--- src/rtl/sm4_encryptor_pkg.sv ---
// Shared types and constants for the SM4 encryptor: FSM states, request
// payload, FK/CK constants and the S-box.
package sm4_encryptor_pkg;

  localparam int unsigned word_width_p      = 32;
  localparam int unsigned block_width_p     = 128;
  localparam int unsigned turn_key_num_p    = 32;
  localparam int unsigned round_cnt_width_p = 5;

  typedef enum logic [2:0] {
    eIdle,
    eCheckKey,
    eEvaKey,
    eLoadCrypt,
    eCrypt,
    eReverse,
    eDone
  } state_e;

  typedef struct packed {
    logic [block_width_p-1:0] key;
    logic [block_width_p-1:0] data;
    logic                     decrypt;
  } sm4_req_s;

  // FK system parameter
  localparam logic [block_width_p-1:0] key_xor_mask_p =
    128'ha3b1bac6_56aa3350_677d9197_b27022dc;

  // CK[i]: byte j of word i is (4i+j)*7 mod 256
  localparam logic [0:turn_key_num_p-1][word_width_p-1:0] key_aux_p = {
    32'h00070e15, 32'h1c232a31, 32'h383f464d, 32'h545b6269,
    32'h70777e85, 32'h8c939aa1, 32'ha8afb6bd, 32'hc4cbd2d9,
    32'he0e7eef5, 32'hfc030a11, 32'h181f262d, 32'h343b4249,
    32'h50575e65, 32'h6c737a81, 32'h888f969d, 32'ha4abb2b9,
    32'hc0c7ced5, 32'hdce3eaf1, 32'hf8ff060d, 32'h141b2229,
    32'h30373e45, 32'h4c535a61, 32'h686f767d, 32'h848b9299,
    32'ha0a7aeb5, 32'hbcc3cad1, 32'hd8dfe6ed, 32'hf4fb0209,
    32'h10171e25, 32'h2c333a41, 32'h484f565d, 32'h646b7279
  };

  localparam logic [0:255][7:0] sbox_p = {
    8'hd6, 8'h90, 8'he9, 8'hfe, 8'hcc, 8'he1, 8'h3d, 8'hb7, 8'h16, 8'hb6, 8'h14, 8'hc2, 8'h28, 8'hfb, 8'h2c, 8'h05,
    8'h2b, 8'h67, 8'h9a, 8'h76, 8'h2a, 8'hbe, 8'h04, 8'hc3, 8'haa, 8'h44, 8'h13, 8'h26, 8'h49, 8'h86, 8'h06, 8'h99,
    8'h9c, 8'h42, 8'h50, 8'hf4, 8'h91, 8'hef, 8'h98, 8'h7a, 8'h33, 8'h54, 8'h0b, 8'h43, 8'hed, 8'hcf, 8'hac, 8'h62,
    8'he4, 8'hb3, 8'h1c, 8'ha9, 8'hc9, 8'h08, 8'he8, 8'h95, 8'h80, 8'hdf, 8'h94, 8'hfa, 8'h75, 8'h8f, 8'h3f, 8'ha6,
    8'h47, 8'h07, 8'ha7, 8'hfc, 8'hf3, 8'h73, 8'h17, 8'hba, 8'h83, 8'h59, 8'h3c, 8'h19, 8'he6, 8'h85, 8'h4f, 8'ha8,
    8'h68, 8'h6b, 8'h81, 8'hb2, 8'h71, 8'h64, 8'hda, 8'h8b, 8'hf8, 8'heb, 8'h0f, 8'h4b, 8'h70, 8'h56, 8'h9d, 8'h35,
    8'h1e, 8'h24, 8'h0e, 8'h5e, 8'h63, 8'h58, 8'hd1, 8'ha2, 8'h25, 8'h22, 8'h7c, 8'h3b, 8'h01, 8'h21, 8'h78, 8'h87,
    8'hd4, 8'h00, 8'h46, 8'h57, 8'h9f, 8'hd3, 8'h27, 8'h52, 8'h4c, 8'h36, 8'h02, 8'he7, 8'ha0, 8'hc4, 8'hc8, 8'h9e,
    8'hea, 8'hbf, 8'h8a, 8'hd2, 8'h40, 8'hc7, 8'h38, 8'hb5, 8'ha3, 8'hf7, 8'hf2, 8'hce, 8'hf9, 8'h61, 8'h15, 8'ha1,
    8'he0, 8'hae, 8'h5d, 8'ha4, 8'h9b, 8'h34, 8'h1a, 8'h55, 8'had, 8'h93, 8'h32, 8'h30, 8'hf5, 8'h8c, 8'hb1, 8'he3,
    8'h1d, 8'hf6, 8'he2, 8'h2e, 8'h82, 8'h66, 8'hca, 8'h60, 8'hc0, 8'h29, 8'h23, 8'hab, 8'h0d, 8'h53, 8'h4e, 8'h6f,
    8'hd5, 8'hdb, 8'h37, 8'h45, 8'hde, 8'hfd, 8'h8e, 8'h2f, 8'h03, 8'hff, 8'h6a, 8'h72, 8'h6d, 8'h6c, 8'h5b, 8'h51,
    8'h8d, 8'h1b, 8'haf, 8'h92, 8'hbb, 8'hdd, 8'hbc, 8'h7f, 8'h11, 8'hd9, 8'h5c, 8'h41, 8'h1f, 8'h10, 8'h5a, 8'hd8,
    8'h0a, 8'hc1, 8'h31, 8'h88, 8'ha5, 8'hcd, 8'h7b, 8'hbd, 8'h2d, 8'h74, 8'hd0, 8'h12, 8'hb8, 8'he5, 8'hb4, 8'hb0,
    8'h89, 8'h69, 8'h97, 8'h4a, 8'h0c, 8'h96, 8'h77, 8'h7e, 8'h65, 8'hb9, 8'hf1, 8'h09, 8'hc5, 8'h6e, 8'hc6, 8'h84,
    8'h18, 8'hf0, 8'h7d, 8'hec, 8'h3a, 8'hdc, 8'h4d, 8'h20, 8'h79, 8'hee, 8'h5f, 8'h3e, 8'hd7, 8'hcb, 8'h39, 8'h48
  };

  // Byte-wise S-box substitution of one word (tau)
  function automatic logic [word_width_p-1:0] sbox_word(input logic [word_width_p-1:0] a);
    return {sbox_p[a[31:24]], sbox_p[a[23:16]], sbox_p[a[15:8]], sbox_p[a[7:0]]};
  endfunction

endpackage

--- src/rtl/sm4_rk_file.sv ---
// 32x32 round-key register file: one write port (key expansion) and one
// combinational read port (cipher rounds).
module sm4_rk_file
  import sm4_encryptor_pkg::*;
(
  input  logic                         clk_i,
  input  logic                         we_i,
  input  logic [round_cnt_width_p-1:0] waddr_i,
  input  logic [word_width_p-1:0]      wdata_i,
  input  logic [round_cnt_width_p-1:0] raddr_i,
  output logic [word_width_p-1:0]      rdata_o
);

  logic [word_width_p-1:0] mem_q [turn_key_num_p];

  // Contents are don't-care after reset, so no reset on the array
  always_ff @(posedge clk_i) begin
    if (we_i) begin
      mem_q[waddr_i] <= wdata_i;
    end
  end

  assign rdata_o = mem_q[raddr_i];

endmodule

--- src/rtl/sm4_round_sequencer.sv ---
// SM4 round sequencer: key expansion then 32 cipher rounds sharing one
// external T-function. Define SM4_KEY_CACHE_EN to reuse round keys for a repeated key.
module sm4_round_sequencer
  import sm4_encryptor_pkg::*;
(
  input  logic                     clk_i,
  input  logic                     reset_i,
  input  logic                     v_i,
  output logic                     ready_o,
  input  logic [block_width_p-1:0] key_i,
  input  logic [block_width_p-1:0] data_i,
  input  logic                     decrypt_i,
  output logic                     v_o,
  input  logic                     ready_i,
  output logic [block_width_p-1:0] data_o,
  output logic [word_width_p-1:0]  t_data_o,
  output logic                     t_key_mode_o,
  input  logic [word_width_p-1:0]  t_data_i
);

  localparam logic [round_cnt_width_p-1:0] last_round_lp = round_cnt_width_p'(turn_key_num_p - 1);

  state_e                       state_q, state_d;
  logic [round_cnt_width_p-1:0] cnt_q, cnt_d;
  logic [block_width_p-1:0]     work_q, work_d;
  sm4_req_s                     req_q, req_d;
  logic [block_width_p-1:0]     data_q, data_d;
  logic                         v_q, v_d;
  logic                         ready_q, ready_d;

  logic                         rk_we;
  logic [word_width_p-1:0]      rk_wdata;
  logic [round_cnt_width_p-1:0] rk_raddr;
  logic [word_width_p-1:0]      rk_rdata;
  logic                         key_hit;

  // Working words: W0 is [127:96], W3 is [31:0]
  logic [word_width_p-1:0] w0, w1, w2, w3;
  assign w0 = work_q[127:96];
  assign w1 = work_q[95:64];
  assign w2 = work_q[63:32];
  assign w3 = work_q[31:0];

  sm4_rk_file u_rk_file (
    .clk_i   (clk_i),
    .we_i    (rk_we),
    .waddr_i (cnt_q),
    .wdata_i (rk_wdata),
    .raddr_i (rk_raddr),
    .rdata_o (rk_rdata)
  );

`ifdef SM4_KEY_CACHE_EN
  logic [block_width_p-1:0] last_key_q;
  logic                     cache_vld_q;

  assign key_hit = cache_vld_q && (last_key_q == req_q.key);

  // Valid drops as soon as an expansion starts so a partial key is never reused
  always_ff @(posedge clk_i) begin
    if (reset_i) begin
      cache_vld_q <= 1'b0;
      last_key_q  <= '0;
    end else if (state_q == eEvaKey && cnt_q == last_round_lp) begin
      cache_vld_q <= 1'b1;
      last_key_q  <= req_q.key;
    end else if (state_q == eCheckKey && !key_hit) begin
      cache_vld_q <= 1'b0;
    end
  end
`else
  assign key_hit = 1'b0;
`endif

  always_ff @(posedge clk_i) begin
    if (reset_i) begin
      state_q <= eIdle;
      cnt_q   <= '0;
      data_q  <= '0;
      v_q     <= 1'b0;
      ready_q <= 1'b1;
    end else begin
      state_q <= state_d;
      cnt_q   <= cnt_d;
      data_q  <= data_d;
      v_q     <= v_d;
      ready_q <= ready_d;
    end
  end

  always_ff @(posedge clk_i) begin
    work_q <= work_d;
    req_q  <= req_d;
  end

  always_comb begin
    state_d      = state_q;
    cnt_d        = cnt_q;
    work_d       = work_q;
    req_d        = req_q;
    data_d       = data_q;
    t_data_o     = '0;
    t_key_mode_o = 1'b0;
    rk_we        = 1'b0;
    rk_wdata     = w0 ^ t_data_i;
    rk_raddr     = cnt_q;

    unique case (state_q)
      eIdle: begin
        if (v_i && ready_q) begin
          req_d   = '{key: key_i, data: data_i, decrypt: decrypt_i};
          state_d = eCheckKey;
        end
      end
      eCheckKey: begin
        work_d  = req_q.key ^ key_xor_mask_p;
        cnt_d   = '0;
        state_d = key_hit ? eLoadCrypt : eEvaKey;
      end
      eEvaKey: begin
        t_key_mode_o = 1'b1;
        t_data_o     = w1 ^ w2 ^ w3 ^ key_aux_p[cnt_q];
        rk_we        = 1'b1;
        work_d       = {work_q[95:0], rk_wdata};
        cnt_d        = cnt_q + round_cnt_width_p'(1);
        if (cnt_q == last_round_lp) begin
          state_d = eLoadCrypt;
        end
      end
      eLoadCrypt: begin
        work_d  = req_q.data;
        cnt_d   = '0;
        state_d = eCrypt;
      end
      eCrypt: begin
        // 31-i on a 5-bit counter is its bitwise complement
        rk_raddr = req_q.decrypt ? ~cnt_q : cnt_q;
        t_data_o = w1 ^ w2 ^ w3 ^ rk_rdata;
        work_d   = {work_q[95:0], w0 ^ t_data_i};
        cnt_d    = cnt_q + round_cnt_width_p'(1);
        if (cnt_q == last_round_lp) begin
          state_d = eReverse;
        end
      end
      eReverse: begin
        data_d  = {w3, w2, w1, w0};
        state_d = eDone;
      end
      eDone: begin
        if (ready_i) begin
          state_d = eIdle;
        end
      end
      default: begin
        state_d = eIdle;
      end
    endcase

    v_d     = (state_d == eDone);
    ready_d = (state_d == eIdle);
  end

  assign ready_o = ready_q;
  assign v_o     = v_q;
  assign data_o  = data_q;

endmodule
--- config.mk ---
export PLATFORM = sky130hd
export DESIGN_NAME = sm4_round_sequencer
export DESIGN_NICKNAME = d
export VERILOG_FILES = /design/src/rtl/sm4_encryptor_pkg.sv /design/src/rtl/sm4_rk_file.sv /design/src/rtl/sm4_round_sequencer.sv
export SDC_FILE = /design/constraint.sdc
export NUM_CORES = 2
export LEC_CHECK = 0
export ABC_CLOCK_PERIOD_IN_PS = 16200
export BUFFER_PORTS_ARGS = -buffer_cell sky130_fd_sc_hd__buf_2
export CAP_MARGIN = 30
export CORE_UTILIZATION = 30
export CTS_CLUSTER_DIAMETER = 60
export DETAILED_ROUTE_END_ITERATION = 6
export GPL_TIMING_DRIVEN = 0
export MAX_ROUTING_LAYER = met4
export PLACE_DENSITY = 0.5
export SYNTH_ARGS = -nofsm -noshare
export SYNTH_HDL_FRONTEND = slang
export SYNTH_SLANG_ARGS = --single-unit
--- constraint.sdc ---
create_clock -name clk_i -period 16.2 [get_ports clk_i]
set_input_delay 2.43 -clock clk_i [delete_from_list [all_inputs] [get_ports clk_i]]
set_output_delay 2.43 -clock clk_i [all_outputs]
set_load 0.05 [all_outputs]
==> metrics.txt <==
outcome=complete, no violations; DP Worst Slack=7.06 ns; DIE WIDTH=472 microns; Critical path origin=cnt_q[0]; GR Overflow Total=0; drt initial violations=8813; Num CTS Buffers=168; Starting Density=30.2%; Ys Warns=0; WL final=338000 microns; RSZ-0062 raised after global routing=no; post-synth top area cell=edfxtp_1; reg2reg start=cnt_q[1]; placed standard-cell area=0.0767 sq mm; Final Hold Viols=0; Setup Fix Bufs, Post-CTS=0; Crit path max-delay family=buffers and inverters; Data arrival, critical path=roughly 8.0 ns; pwr dens=~120 mW/mm^2; DR WL/cell=approximately 39 microns; core footprint=0.220 sq mm; drt drc=0; share of layout cells above drive strength 1=22.5%; Crit Path Class=flop to output pin; global-route wire length before repair=442000 microns; TritonCTS clock tree=done; Reg clk slew, reported paths=0.06 ns; Hold Path Class=flop to flop; synth unique cells=81; worst skew pair latency=0.86 ns; Worst path max stage delay=1.10 ns; critical path, cell by cell=buf_2 > buf_2 > clkbuf_1 > clkbuf_1 > nand2_1 > o22ai_1 > a311oi_1 > a22oi_1 > nand4_1 > xor2_1 > o22ai_1 > buf_2; Die H=472 microns; max-cap violation count=0; leakage=26.9 nW; Total GRT Usage=30.4%; EDFF count, synth=1409; syn_area_per_cell=13.9 sq um; Mapped Nets=5084; First-pass DRT Iterations=6; top cells by area, synth=edfxtp_1 (64%), mux4_2 (6.0%), nand2_1 (4.7%); Setup WS post-layout=5.76 ns; # hold bufs at CTS=0; Clock Sink Count=1547; fillers=21000; fin nets=slightly below 6000; synth cell count leaders=edfxtp_1 (1409), nand2_1 (829), clkbuf_1 (204); Reg area=about 0.045 sq mm; Die ar.=0.223 sq mm; synthesis-to-finish area growth=23.9%; main flop type after synthesis=edfxtp_1; DP Cell Count=around 8400; Mapped Area=roughly 0.066 sq mm; CP max stage cell=dfxtp_1; setup_tns=0 ns; DR vias/cell=6.01; initial antenna violation count=36; Slew HR=6.97%; final antenna-violating net count=0; top-count cell post-synth=edfxtp_1; Clock H-tree levels=4; area of the multi-input gates=0.0207 sq mm; Cells after Synth=4780; CTS-repair resized insts=0; final cycle utilization of the critical path=between 60 and 70%; CP Capture Type=output pin; routability congestion estimate=0.990; CTS Root Cell=clkbuf_16; design area=~0.08 sq mm; utilization after layout=37.4%; IO Port Bufs=454; CP max FO=11; Seq/Total Area, Yosys=67.9%; Slew @ Worst Pin=1.40 ns; # IOs=around 460; final setup fails=0; Yosys top cell area share=63.7%; Max VDD drop=0.0000975 V; Fin Clk Skew=~0.064 ns; Top cell by count, worst path=buf_2; FMAX=95.8 MHz; largest net degree at the start of global routing=between 70 and 80; hold_sp=data_o[58]; Vias=52500; HPWL Detailed=between 200000 and 250000 microns; Row Count=172; Longest Clk Path Bufs=3; final worst path period need=10.44 ns; Non-Filler Instances=8726; Slew Viols, Final=0; vias in the first global route=about 49000; CP Data Required Time=13.77 ns; CP Launch Type=flop; Yosys reg bits=1547; ys async rst share=0%; Buf/Inv on CP=5
sequential cells by signal (all words and copies together), names as in the netlist:
register         flops
cnt_q                5
data_o             128
ready_o              1
req_q              257
state_q              3
u_rk_file.mem_q   1024
v_o                  1
work_q             128
per-stage QoR:
stage / total power, mW / hold WS, ns
3_5_place_dp: 6.19 / 0.446
3_3_place_gp: 6.11 / 0.441
2_1_floorplan: 5.42 / 0.491
5_1_grt: 10.2 / 0.465
4_1_cts: 10.0 / 0.456
6_report: 10.1 / 0.460
cells in the final DEF, fill, tap and decap left out, types with 35 or more instances in the layout:
cell / count
o22ai_1: 57
mux2i_1: 124
xnor2_1: 69
nor2_1: 107
nand2_1: 829
a31oi_1: 89
buf_2: 558
dfxtp_1: 138
o21ai_0: 151
mux4_2: 178
edfxtp_1: 1409
nor3_1: 105
nand3_1: 110
buf_12: 80
a22oi_1: 173
clkbuf_16: 173
a211oi_1: 35
o221ai_1: 45
buf_8: 63
clkbuf_1: 236
buf_1: 37
a21oi_1: 203
nand3b_1: 38
final cells by class:
cell class	count	share of cell area [%]
diodes	27	0.0821
plain buffers	347	1.82
clock buffers	222	5.58
clock inverters	85	1.06
inverters	12	0.0608
multi-input cells	2874	25.1
flip-flops and latches	1547	54.8
well taps	2958	4.50
repair buffers	654	6.99
per-layer routing:
layer  part of all wire, %  up-vias  GRT usage, %
li1                      -    20300             -
met1                    36    26600          37.2
met2                    43     4485          44.2
met3                    13     1025          8.40
met4                   7.5        0          19.2
met5                     0        -             -
worst min-delay path, delay by kind of cell (launching register included):
kind / cells / cell delay, ns
DFF: 1 / 0.31
and+or+nand+nor: 1 / 0.05
AOI/OAI and AO/OA: 1 / 0.05
kinds of logic (layout without fill, tap and decap cells):
family	after synthesis	in the layout	synth area share, %
other cells	0	27	0
mux	326	326	8.31
xor+xnor	129	129	1.76
simple gates	1426	1426	9.55
compound gates	982	982	9.96
buf+inv	359	1320	2.30
fa+ha+maj	11	11	0.207
flops	1547	1547	67.9
power by group:
part	internal, mW	total (mW)	switching, mW
sequential	4.67	4.82	0.144
clock	2.21	3.90	1.69
combinational	0.370	1.34	0.969
worst paths after layout:
kind | cells past startpoint | slack [ns] | endpoint
max reg2reg | 12 | 9.91 | u_rk_file.mem_q[4][18]
max | 12 | 5.76 | t_data_o[20]
min | 2 | 0.46 | data_o[58]
min reg2reg | 2 | 0.46 | data_o[58]
Power figures use the tool's default switching activity.
